`src/rtl/bnn_pkg.sv`:
```
// Shared types and default geometry for the BNN feature feeder and its helpers.
// Width helpers track the default classifier configuration.
package bnn_pkg;

    localparam int unsigned DEF_FEAT_CNT      = 19;
    localparam int unsigned DEF_FEAT_BITS     = 4;
    localparam int unsigned DEF_CLASS_CNT     = 3;
    localparam int unsigned DEF_SETTLE_CYCLES = 45;

    localparam int unsigned IDX_W  = $clog2(DEF_FEAT_CNT);
    localparam int unsigned CNT_W  = $clog2(DEF_SETTLE_CYCLES);
    localparam int unsigned PRED_W = $clog2(DEF_CLASS_CNT);

    typedef enum logic [1:0] {
        LOAD   = 2'd0,
        SETTLE = 2'd1,
        HOLD   = 2'd2
    } feeder_state_e;

endpackage

```
`src/rtl/bnn_feat_shift.sv`:
```
// Right-shifting feature assembler: new element enters at the top, oldest ends at the LSBs.
// One-cycle update on shift_en; holds otherwise.
module bnn_feat_shift #(
    parameter int unsigned CNT  = 19,
    parameter int unsigned BITS = 4
) (
    input  logic                  clk,
    input  logic                  rst,
    input  logic                  shift_en,
    input  logic [BITS-1:0]       din,
    output logic [CNT*BITS-1:0]   vec
);

    logic [CNT*BITS-1:0] vec_q;
    logic [CNT*BITS-1:0] vec_d;

    always_comb begin
        vec_d = vec_q;
        if (shift_en) begin
            vec_d = {din, vec_q[CNT*BITS-1:BITS]};
        end
    end

    always_ff @(posedge clk or posedge rst) begin
        if (rst) begin
            vec_q <= '0;
        end else begin
            vec_q <= vec_d;
        end
    end

    assign vec = vec_q;

endmodule

```
`src/rtl/bnn_feature_feeder.sv`:
```
// Streams one feature per handshake into a packed vector, runs the classifier for a fixed
// window with its reset released, then presents the captured prediction on a valid/ready port.
module bnn_feature_feeder
    import bnn_pkg::*;
#(
    parameter int unsigned FEAT_CNT      = DEF_FEAT_CNT,
    parameter int unsigned FEAT_BITS     = DEF_FEAT_BITS,
    parameter int unsigned CLASS_CNT     = DEF_CLASS_CNT,
    parameter int unsigned SETTLE_CYCLES = DEF_SETTLE_CYCLES
) (
    input  logic                          clk,
    input  logic                          rst,
    input  logic                          in_valid,
    output logic                          in_ready,
    input  logic [FEAT_BITS-1:0]          in_feat,
    output logic [FEAT_CNT*FEAT_BITS-1:0] features,
    output logic                          clf_rst,
    input  logic [$clog2(CLASS_CNT)-1:0]  pred_in,
    output logic                          out_valid,
    input  logic                          out_ready,
    output logic [$clog2(CLASS_CNT)-1:0]  out_class,
    output logic                          out_err,
    output logic [15:0]                   sample_cnt
);

    localparam int unsigned IW = $clog2(FEAT_CNT);
    localparam int unsigned CW = $clog2(SETTLE_CYCLES);
    localparam int unsigned PW = $clog2(CLASS_CNT);

    localparam logic [IW-1:0] IDX_LAST = IW'(FEAT_CNT - 1);
    localparam logic [CW-1:0] CNT_LAST = CW'(SETTLE_CYCLES - 1);
    localparam logic [PW:0]   PRED_LIM = (PW + 1)'(CLASS_CNT);

    feeder_state_e   state_q;
    logic [IW-1:0]   idx_q;
    logic [CW-1:0]   cnt_q;
    logic            in_ready_q;
    logic            clf_rst_q;
    logic            out_valid_q;
    logic [PW-1:0]   out_class_q;
    logic            out_err_q;
    logic [15:0]     sample_cnt_q;

    logic            accept;
    logic            res_take;
    logic            pred_bad;

    // in_ready_q is only ever high in LOAD, so it alone qualifies the accept.
    assign accept   = in_valid & in_ready_q;
    assign res_take = out_valid_q & out_ready;
    assign pred_bad = ({1'b0, pred_in} >= PRED_LIM);

    bnn_feat_shift #(
        .CNT  (FEAT_CNT),
        .BITS (FEAT_BITS)
    ) u_shift (
        .clk      (clk),
        .rst      (rst),
        .shift_en (accept),
        .din      (in_feat),
        .vec      (features)
    );

    always_ff @(posedge clk or posedge rst) begin
        if (rst) begin
            state_q      <= LOAD;
            idx_q        <= '0;
            cnt_q        <= '0;
            in_ready_q   <= 1'b1;
            clf_rst_q    <= 1'b1;
            out_valid_q  <= 1'b0;
            out_class_q  <= '0;
            out_err_q    <= 1'b0;
            sample_cnt_q <= '0;
        end else begin
            case (state_q)
                LOAD: begin
                    if (accept) begin
                        if (idx_q == IDX_LAST) begin
                            idx_q      <= '0;
                            cnt_q      <= '0;
                            in_ready_q <= 1'b0;
                            clf_rst_q  <= 1'b0;
                            state_q    <= SETTLE;
                        end else begin
                            idx_q <= idx_q + 1'b1;
                        end
                    end
                end
                SETTLE: begin
                    if (cnt_q == CNT_LAST) begin
                        cnt_q       <= '0;
                        clf_rst_q   <= 1'b1;
                        out_valid_q <= 1'b1;
                        out_class_q <= pred_in;
                        out_err_q   <= pred_bad;
                        state_q     <= HOLD;
                    end else begin
                        cnt_q <= cnt_q + 1'b1;
                    end
                end
                HOLD: begin
                    if (res_take) begin
                        out_valid_q  <= 1'b0;
                        in_ready_q   <= 1'b1;
                        sample_cnt_q <= sample_cnt_q + 16'd1;
                        state_q      <= LOAD;
                    end
                end
                default: begin
                    idx_q       <= '0;
                    cnt_q       <= '0;
                    in_ready_q  <= 1'b1;
                    clf_rst_q   <= 1'b1;
                    out_valid_q <= 1'b0;
                    state_q     <= LOAD;
                end
            endcase
        end
    end

    assign in_ready   = in_ready_q;
    assign clf_rst    = clf_rst_q;
    assign out_valid  = out_valid_q;
    assign out_class  = out_class_q;
    assign out_err    = out_err_q;
    assign sample_cnt = sample_cnt_q;

endmodule

```
`config.mk`:
```
export PLATFORM = sky130hd
export DESIGN_NAME = bnn_feature_feeder
export DESIGN_NICKNAME = d
export VERILOG_FILES = /design/src/rtl/bnn_pkg.sv /design/src/rtl/bnn_feat_shift.sv /design/src/rtl/bnn_feature_feeder.sv
export SDC_FILE = /design/constraint.sdc
export NUM_CORES = 1
export LEC_CHECK = 0
export CAP_MARGIN = 20
export CELL_PAD_IN_SITES_DETAIL_PLACEMENT = 1
export CELL_PAD_IN_SITES_GLOBAL_PLACEMENT = 2
export CORE_MARGIN = 2
export CORE_UTILIZATION = 46
export DETAILED_ROUTE_END_ITERATION = 8
export DONT_BUFFER_PORTS = 1
export PLACE_DENSITY = 0.91
export SLEW_MARGIN = 20
export SYNTH_ARGS = -nofsm -noshare
export SYNTH_HDL_FRONTEND = slang
export SYNTH_HIERARCHICAL = 1
export SYNTH_SLANG_ARGS = --single-unit
```
`constraint.sdc`:
```
create_clock -name clk -period 5.6 [get_ports clk]
set_input_delay 0.56 -clock clk [delete_from_list [all_inputs] [get_ports clk]]
set_output_delay 0.56 -clock clk [all_outputs]
set_load 0.1 [all_outputs]
```
# Word-level counts from Yosys, hierarchy flattened
# Cells that the tools add are included.
word_totals:
  output_inout_bits: 98
  mem_count: 0
  input_bits: 10
  mem_bits_ro: 0
  ramBits: 0
  latch_bits: 0
  register_bits: 111
op_classes:
  n_bitwise: 6
  n_addsub: 3
  muxes: 20
  n_eq_ne: 8
  div_mod_pow: 0
  magnitude_cmp: 1
  shift: 0
  reduce_logical: 10
  multipliers: 0
op_table:
  columns: ["operator", "count"]
  rows:
  - ["$mux W6", 3]
  - ["$pmux W6 S3", 1]
  - ["$add A16 B1 Y16 const B", 1]
  - ["$reduce_and A4 Y1", 3]
  - ["$mux W5", 2]
  - ["$pmux W5 S2", 1]
  - ["$pmux W1 S3", 3]
  - ["$mux W2", 4]
  - ["$ne A2 B2 Y1 const B", 4]
  - ["$add A6 B1 Y6 const B", 1]
  - ["$eq A6 B6 Y1 const B", 1]
  - ["$pmux W2 S3", 1]
  - ["$reduce_and A2 Y1", 3]
  - ["$reduce_and A3 Y1", 2]
  - ["$add A5 B1 Y5 const B", 1]
  - ["$eq A5 B5 Y1 const B", 1]
  - ["$mux W1", 5]
  - ["$not A1 Y1", 4]
  - ["$and A1 B1 Y1", 2]
  - ["$eq A2 B1 Y1 const B", 1]
  - ["$eq A2 B2 Y1 const B", 1]
  - ["$ge A2 B2 Y1 const B", 1]
  - ["$logic_not A2 Y1", 1]
  - ["$reduce_or A2 Y1", 1]

# Logic depth before layout (Yosys ltp)
# Gate-level depths: netlist of run 1.
depth:
  word_depth: 4
  mapped_depth: 7
  depth_no_buf: 6

# Modules after synthesis
# Netlist of run 1, hierarchy kept.
modules_own_cells:
  columns: ["module", "n_inst", "area_each_um2", "seq_area_each_um2", "cells_each"]
  rows:
  - ["bnn_feat_shift", 1, 2979.1, 1901.8, 161]
  - ["bnn_feature_feeder", 1, 1766.7, 878.3, 164]

# Worst setup path after synthesis of run 1
# No wires, ideal clock.
synth_path:
  kind: "register to register"
  start: "register out_valid_q (netlist: out_valid)"
  end: "register sample_cnt_q[15] (netlist: sample_cnt[15])"
  n_path_buf: 1
  path_stages_with_launch: 6
  arrival_time_ns: 2.141
  path_slack_ns: 3.297
  synth_period_minus_slack_ns: 2.303
  path_cell_list: "dfrtp_1 -> nand3_4 -> or4_4 -> buf_6 -> nor4_4 -> xor2_1"
synth_between:
  elab_chain_cells: 2
synth_rtl:
  columns: ["item", "line_no", "rtl"]
  rows:
  - ["start: declaration", "bnn_feature_feeder.sv:39", "logic out_valid_q;"]
  - ["start signal: assignment", "bnn_feature_feeder.sv:71", "out_valid_q <= 1'b0;"]
  - ["start signal: assignment", "bnn_feature_feeder.sv:94", "out_valid_q <= 1'b1;"]
  - ["start signal: assignment", "bnn_feature_feeder.sv:104", "out_valid_q <= 1'b0;"]
  - ["$and A1 B1 Y1", "bnn_feature_feeder.sv:50", "assign res_take = out_valid_q & out_ready;"]
  - ["$reduce_and A2 Y1 (no line)", null, null]
  - ["end signal: assignment", "bnn_feature_feeder.sv:106", "sample_cnt_q <= sample_cnt_q + 16'd1;"]
  - ["end: declaration", "bnn_feature_feeder.sv:42", "logic [15:0] sample_cnt_q;"]
# No other way between the ends.
# A chain may end at the register's enable or synchronous reset.

# Worst setup path after layout of run 1
layout_path:
  start: "register sample_cnt_q[0] (netlist: sample_cnt[0])"
  end: "register sample_cnt_q[10] (netlist: sample_cnt[10])"
layout_between:
  elab_chain_cells: 1
layout_rtl:
  columns: ["item", "line_no"]
  rows:
  - ["$add A16 B1 Y16", "bnn_feature_feeder.sv:106"]
# No other way between the ends.

==> results of run 1 <==
## worst paths after layout
kind	start	end	slack, ps	depth (start not counted)
max in group asynchronous	rst	u_shift/vec[6]	4630	2
worst max register to register	sample_cnt[0]	sample_cnt[10]	3080	5
worst max-delay path	sample_cnt[0]	sample_cnt[10]	3080	5
min in group clk	in_feat[2]	u_shift/vec[74]	330	1
worst min register to register	idx_q[4]	idx_q[4]	520	1
worst min-delay path	rst	idx_q[1]	170	2
## through the flow
stage                     std cells  cell area, um2  util, %
after detailed placement        454            4855    47.67
after global placement          454            4855    47.67
after CTS                       469            5027    49.36
final                           470            5047    49.56
after global routing            470            5047    49.56
after floorplan                 325            4746        -
## state kept, by name, summed over array words and instances, names as in the netlist
name and flops:
clf_rst 1, cnt_q 6, idx_q 5, in_ready 1, out_class 2, out_err 1, out_valid 1, sample_cnt 16
state_q 2, u_shift/vec 76
## cells by family after synthesis
family	count (synthesis)	share of synthesized area, %
multiplexers	80	22.12
buffers and inverters	23	2.768
XOR/XNOR	15	2.768
adder cells (fa/ha/maj)	8	2.109
AO/OA/AOI/OAI	32	4.641
flip-flops	111	58.58
AND/OR/NAND/NOR	56	7.013
## layout by cell type (no fill, tap or decap), types with 2 or more instances in the layout
cell type  synthesis  final
nand3_1           12     12
ha_1               8      8
xor2_1             6      6
dfrtp_1          109    109
clkbuf_8           0     10
dfstp_2            2      2
and3_1             6      6
buf_4              1      2
o2111ai_1          2      2
mux2_2            39     39
xnor2_1            9      9
a21oi_1            2      2
o2bb2ai_1          2      2
a211o_1            2      2
nand2b_1           2      2
nand4_1            3      3
inv_1             14     13
o21ai_0            9      9
nor2_1             6      6
a31oi_1            3      3
nand2_1           12     12
mux2_4            40     40
nor3_1             3      3
o31ai_1            5      5
or3_1              2      2
clkbuf_1           0      2
## worst max-delay path, cell delays in order (launching register included)
cell and delay, ps:
dfrtp_1 1010, ha_1 330, nand3_1 120, nor3_1 540
nand4_1 180, xnor2_1 200
## area by class of cell
cell class | instances | share of cell area (%)
clock inverters | 3 | 0.5454
well taps | 136 | 3.371
multi-input cells | 191 | 36.39
inverters | 14 | 1.041
flip-flops and latches | 111 | 55.08
clock buffers | 12 | 2.876
repair buffers | 3 | 0.6941
## routing by layer
metal	GRT usage [%]	part of all wire, %	up-vias
met5	0	0	-
met4	6.767	1.6	0
met3	6.246	7.1	14
met2	29.22	52	68
met1	20.29	40	1368
li1	-	-	1156
==> metrics.txt, run 1 <==
worst path required time=5820 ps; # rows=37; slew margin rel.=29.51%; DR iter-0 viols=94; status=complete, no violations; EDFF count, synth=0; Sink Count=111; Achievable Freq=396.2 MHz; ranking of synthesized cells by area=dfrtp_1 57%, mux2_4 13%, mux2_2 9.3%; Nets=348; Starting Density=46.60%; CP arrival=2750 ps; clock root cell=clkbuf_8; hold buffer count at CTS=0; initial antenna violation count=0; CP endpoint kind=flip-flop; Die Wd=105.6 um; Antenna Nets Post-Route=0; PortBufs=0; CP max FO=4; die area=11150 um2; DRC=0; Synth Cell Area=4746 um2; Synth async-reset ratio=100.0%; RSZ-0062 raised after global routing=no; Worst-path clk slew=100 ps; WHS=172.2 ps; cell taking the most area after synthesis=dfrtp_1; Reg area=2780 um2; dpl ws=3049 ps; dpl hpwl=6566 um; first-pass GRT wire length=15240 um; period utilization=45.07%; PnR worst setup slack=3076 ps; TritonCTS Buffers=9; DIE HEIGHT=105.6 um; Final setup viols=0; io pins=108; vias in the first global route=2862; area growth from synthesis to layout=6.354%; number of vias per cell=5.545; aggregate negative setup slack=0 ps; worst skew pair latency=370 ps; Synth Flop Type=dfrtp_1; Post-synth top cells=109 x dfrtp_1, 40 x mux2_4, 39 x mux2_2, 14 x inv_1; ANT cells=0; drt pass-1 iters=4; total track usage=17.36%; via count=2606; Placer Congestion=0.7852; clk buf depth=2; Least-Margin Pin Slew=1057 ps; number of post-CTS setup repair buffers=0; Synth warnings=6; WS Path Type=flip-flop to flip-flop; max_cap viols=0; skew final=8.296 ps; core area=10180 um2; fin crit period=2524 ps; Slew Limit Fails=0; #FFs+latches synth=111; largest net degree at the start of global routing=77; post-CTS sizing=0; footprint of the multi-input gates=1837 um2; CTS tree=done; number of fill cells in the layout=1018; fraction of layout cells with a size suffix above 1=30.84%; wire per inst=19.95 um; Post-Syn Nets=343; post-synthesis sequential area ratio=58.58%; total gr overflow=0; Yosys cell types=44; H-tree depth=3; synthesized instance count=325; Yosys top cell area share=57.47%; Worst Hold Class=primary input to async pin; final hold violation count=0; final wirelength=9377 um; crit path launch type=flip-flop; mean post-synth cell area=14.60 um2; count leader, synth=dfrtp_1
Power of run 1 is not shown: default switching activity piles up to over one toggle a cycle in this logic, so the estimate is an artifact.
==> run 2: changes to the inputs <==
- CORE_UTILIZATION: 46 -> 43
- PLACE_DENSITY: 0.91 -> 0.86
- clock period: 5.6 -> 2.5 ns (I/O delays scaled with it)
==> run 2 against run 1 <==
Net effect: largest cell class unchanged; worst hold slack worse by 140 ps; routed wire length down 0.62%; cell count up 6.2%; first-iteration DRC count up 43%; register-to-register slack worse by 2700 ps; utilization down 0.77 points; clock skew down 1.2 ps; final area up 4.3%; non-clock buffer count up 24; via count up 3.2%.
==> metrics.txt, run 2 (synthesized netlist as in run 1, its figures left out) <==
status=complete, no violations (unchanged); DIE HEIGHT=109.1 um (was 105.6 um); die area=11890 um2 (was 11150 um2); dpl ws=415.2 ps (was 3049 ps); Nets=372 (was 348); crit path launch type=flip-flop (unchanged); vias in the first global route=2894 (was 2862); Placer Congestion=0.8382 (was 0.7852); dpl hpwl=6814 um (was 6566 um); fraction of layout cells with a size suffix above 1=35.65% (was 30.84%); core area=10790 um2 (was 10180 um2); worst skew pair latency=350 ps (was 370 ps); max reg flops=76 (unchanged); largest net degree at the start of global routing=36 (was 77); max_cap viols=0 (unchanged); Achievable Freq=481.4 MHz (was 396.2 MHz); ANT cells=0 (unchanged); most frequent cells in the layout=109 x dfrtp_1, 40 x mux2_4, 39 x mux2_2, 24 x buf_4, 13 x inv_1 (was 109 x dfrtp_1, 40 x mux2_4, 39 x mux2_2, 13 x inv_1); WHS=33.88 ps (was 172.2 ps); final wirelength=9319 um (was 9377 um); period utilization=83.09% (was 45.07%); Worst-path clk slew=100 ps (about the same); number of vias per cell=5.389 (was 5.545); Hold Path Depth=1; CP endpoint kind=flip-flop (unchanged); PnR worst setup slack=422.8 ps (was 3076 ps); Least-Margin Pin Slew=979.1 ps (was 1057 ps); fin crit period=2077 ps (was 2524 ps); CTS tree=done (unchanged); area growth from synthesis to layout=10.94% (was 6.354%); post-CTS sizing=0 (unchanged); CP arrival=2360 ps (was 2750 ps); clk buf depth=2 (unchanged); first-pass GRT wire length=15080 um (was 15240 um); worst path required time=2780 ps (was 5820 ps); Worst Hold Class=primary input to flip-flop (was primary input to async pin); Slew Limit Fails=0 (unchanged); aggregate negative setup slack=0 ps (unchanged); Die Wd=109.1 um (was 105.6 um); Sink Count=111 (unchanged); total track usage=16.27% (was 17.36%); io pins=108 (unchanged); initial antenna violation count=0 (unchanged); Antenna Nets Post-Route=0 (unchanged); WS Path Type=flip-flop to flip-flop (unchanged); cells on worst reg2reg path=6 (was 5); clock root cell=clkbuf_8 (unchanged); wire per inst=18.68 um (was 19.95 um); most common cell after layout, fill and taps aside=dfrtp_1 (unchanged); via count=2689 (was 2606); # rows=38 (was 37); Final setup viols=0 (unchanged); total gr overflow=0 (unchanged); skew final=7.117 ps (was 8.296 ps); final hold violation count=0 (unchanged); H-tree depth=3 (unchanged); RSZ-0062 raised after global routing=no (unchanged); PortBufs=0 (unchanged); CP max FO=7 (was 4); TritonCTS Buffers=9 (unchanged); slew margin rel.=34.73% (was 29.51%); DR iter-0 viols=134 (was 94); Starting Density=43.97% (was 46.60%); number of post-CTS setup repair buffers=0 (unchanged); DRC=0 (unchanged); drt pass-1 iters=4 (unchanged)
-- run 2: what timing repair did --
action / CTS / global route
hold endpoints to repair: 56 / 0
setup endpoints to repair: 0 / 0
hold buffers: 1 / 0
-- run 2: worst max-delay path, stage by stage, from the launching register on --
cell and delay (ps):
dfrtp_1 400, inv_1 110, ha_1 360, nand3_4 150, or4_4 580, nor4_4 230
xor2_1 170
-- run 2: cell type report --
cell class | count | area [um2]
Sequential cell | 111 | 2780
Clock inverter | 6 | 61.31
Timing Repair Buffer | 27 | 230.2
Fill cell | 1073 | 5528
Tap cell | 140 | 175.2
Inverter | 14 | 53.80
Clock buffer | 10 | 127.6
Multi-Input combinational cell | 191 | 1837
-- run 2: final timing paths --
| check | startpoint | endpoint | slack [ps] |
|---|---|---|---|
| max | state_q[0] | sample_cnt[15] | 420 |
| min | in_feat[0] | u_shift/vec[72] | 30 |
| max reg2reg | state_q[0] | sample_cnt[15] | 420 |
| min reg2reg | u_shift/vec[13] | u_shift/vec[13] | 530 |
| max in group asynchronous | rst | u_shift/vec[20] | 1460 |
| min in group asynchronous | rst | u_shift/vec[65] | 340 |
-- run 2: routing by layer --
metal / global-route usage [%] / wire length (um) / vias up
met3: 4.304 / 550 / 11
met4: 6.319 / 132 / 0
li1: - / - / 1202
met5: 0 / 0 / -
met1: 19.29 / 3823 / 1414
met2: 28.13 / 4813 / 62
-- run 2: per-stage QoR --
step | cells | utilization, % | instance area, um2
floorplan | 325 | - | 4746
global placement | 482 | 46.94 | 5066
detailed placement | 482 | 46.94 | 5066
CTS | 499 | 48.78 | 5265
global route | 499 | 48.78 | 5265
finish | 499 | 48.78 | 5265
Power of run 2 is left out for the same reason.
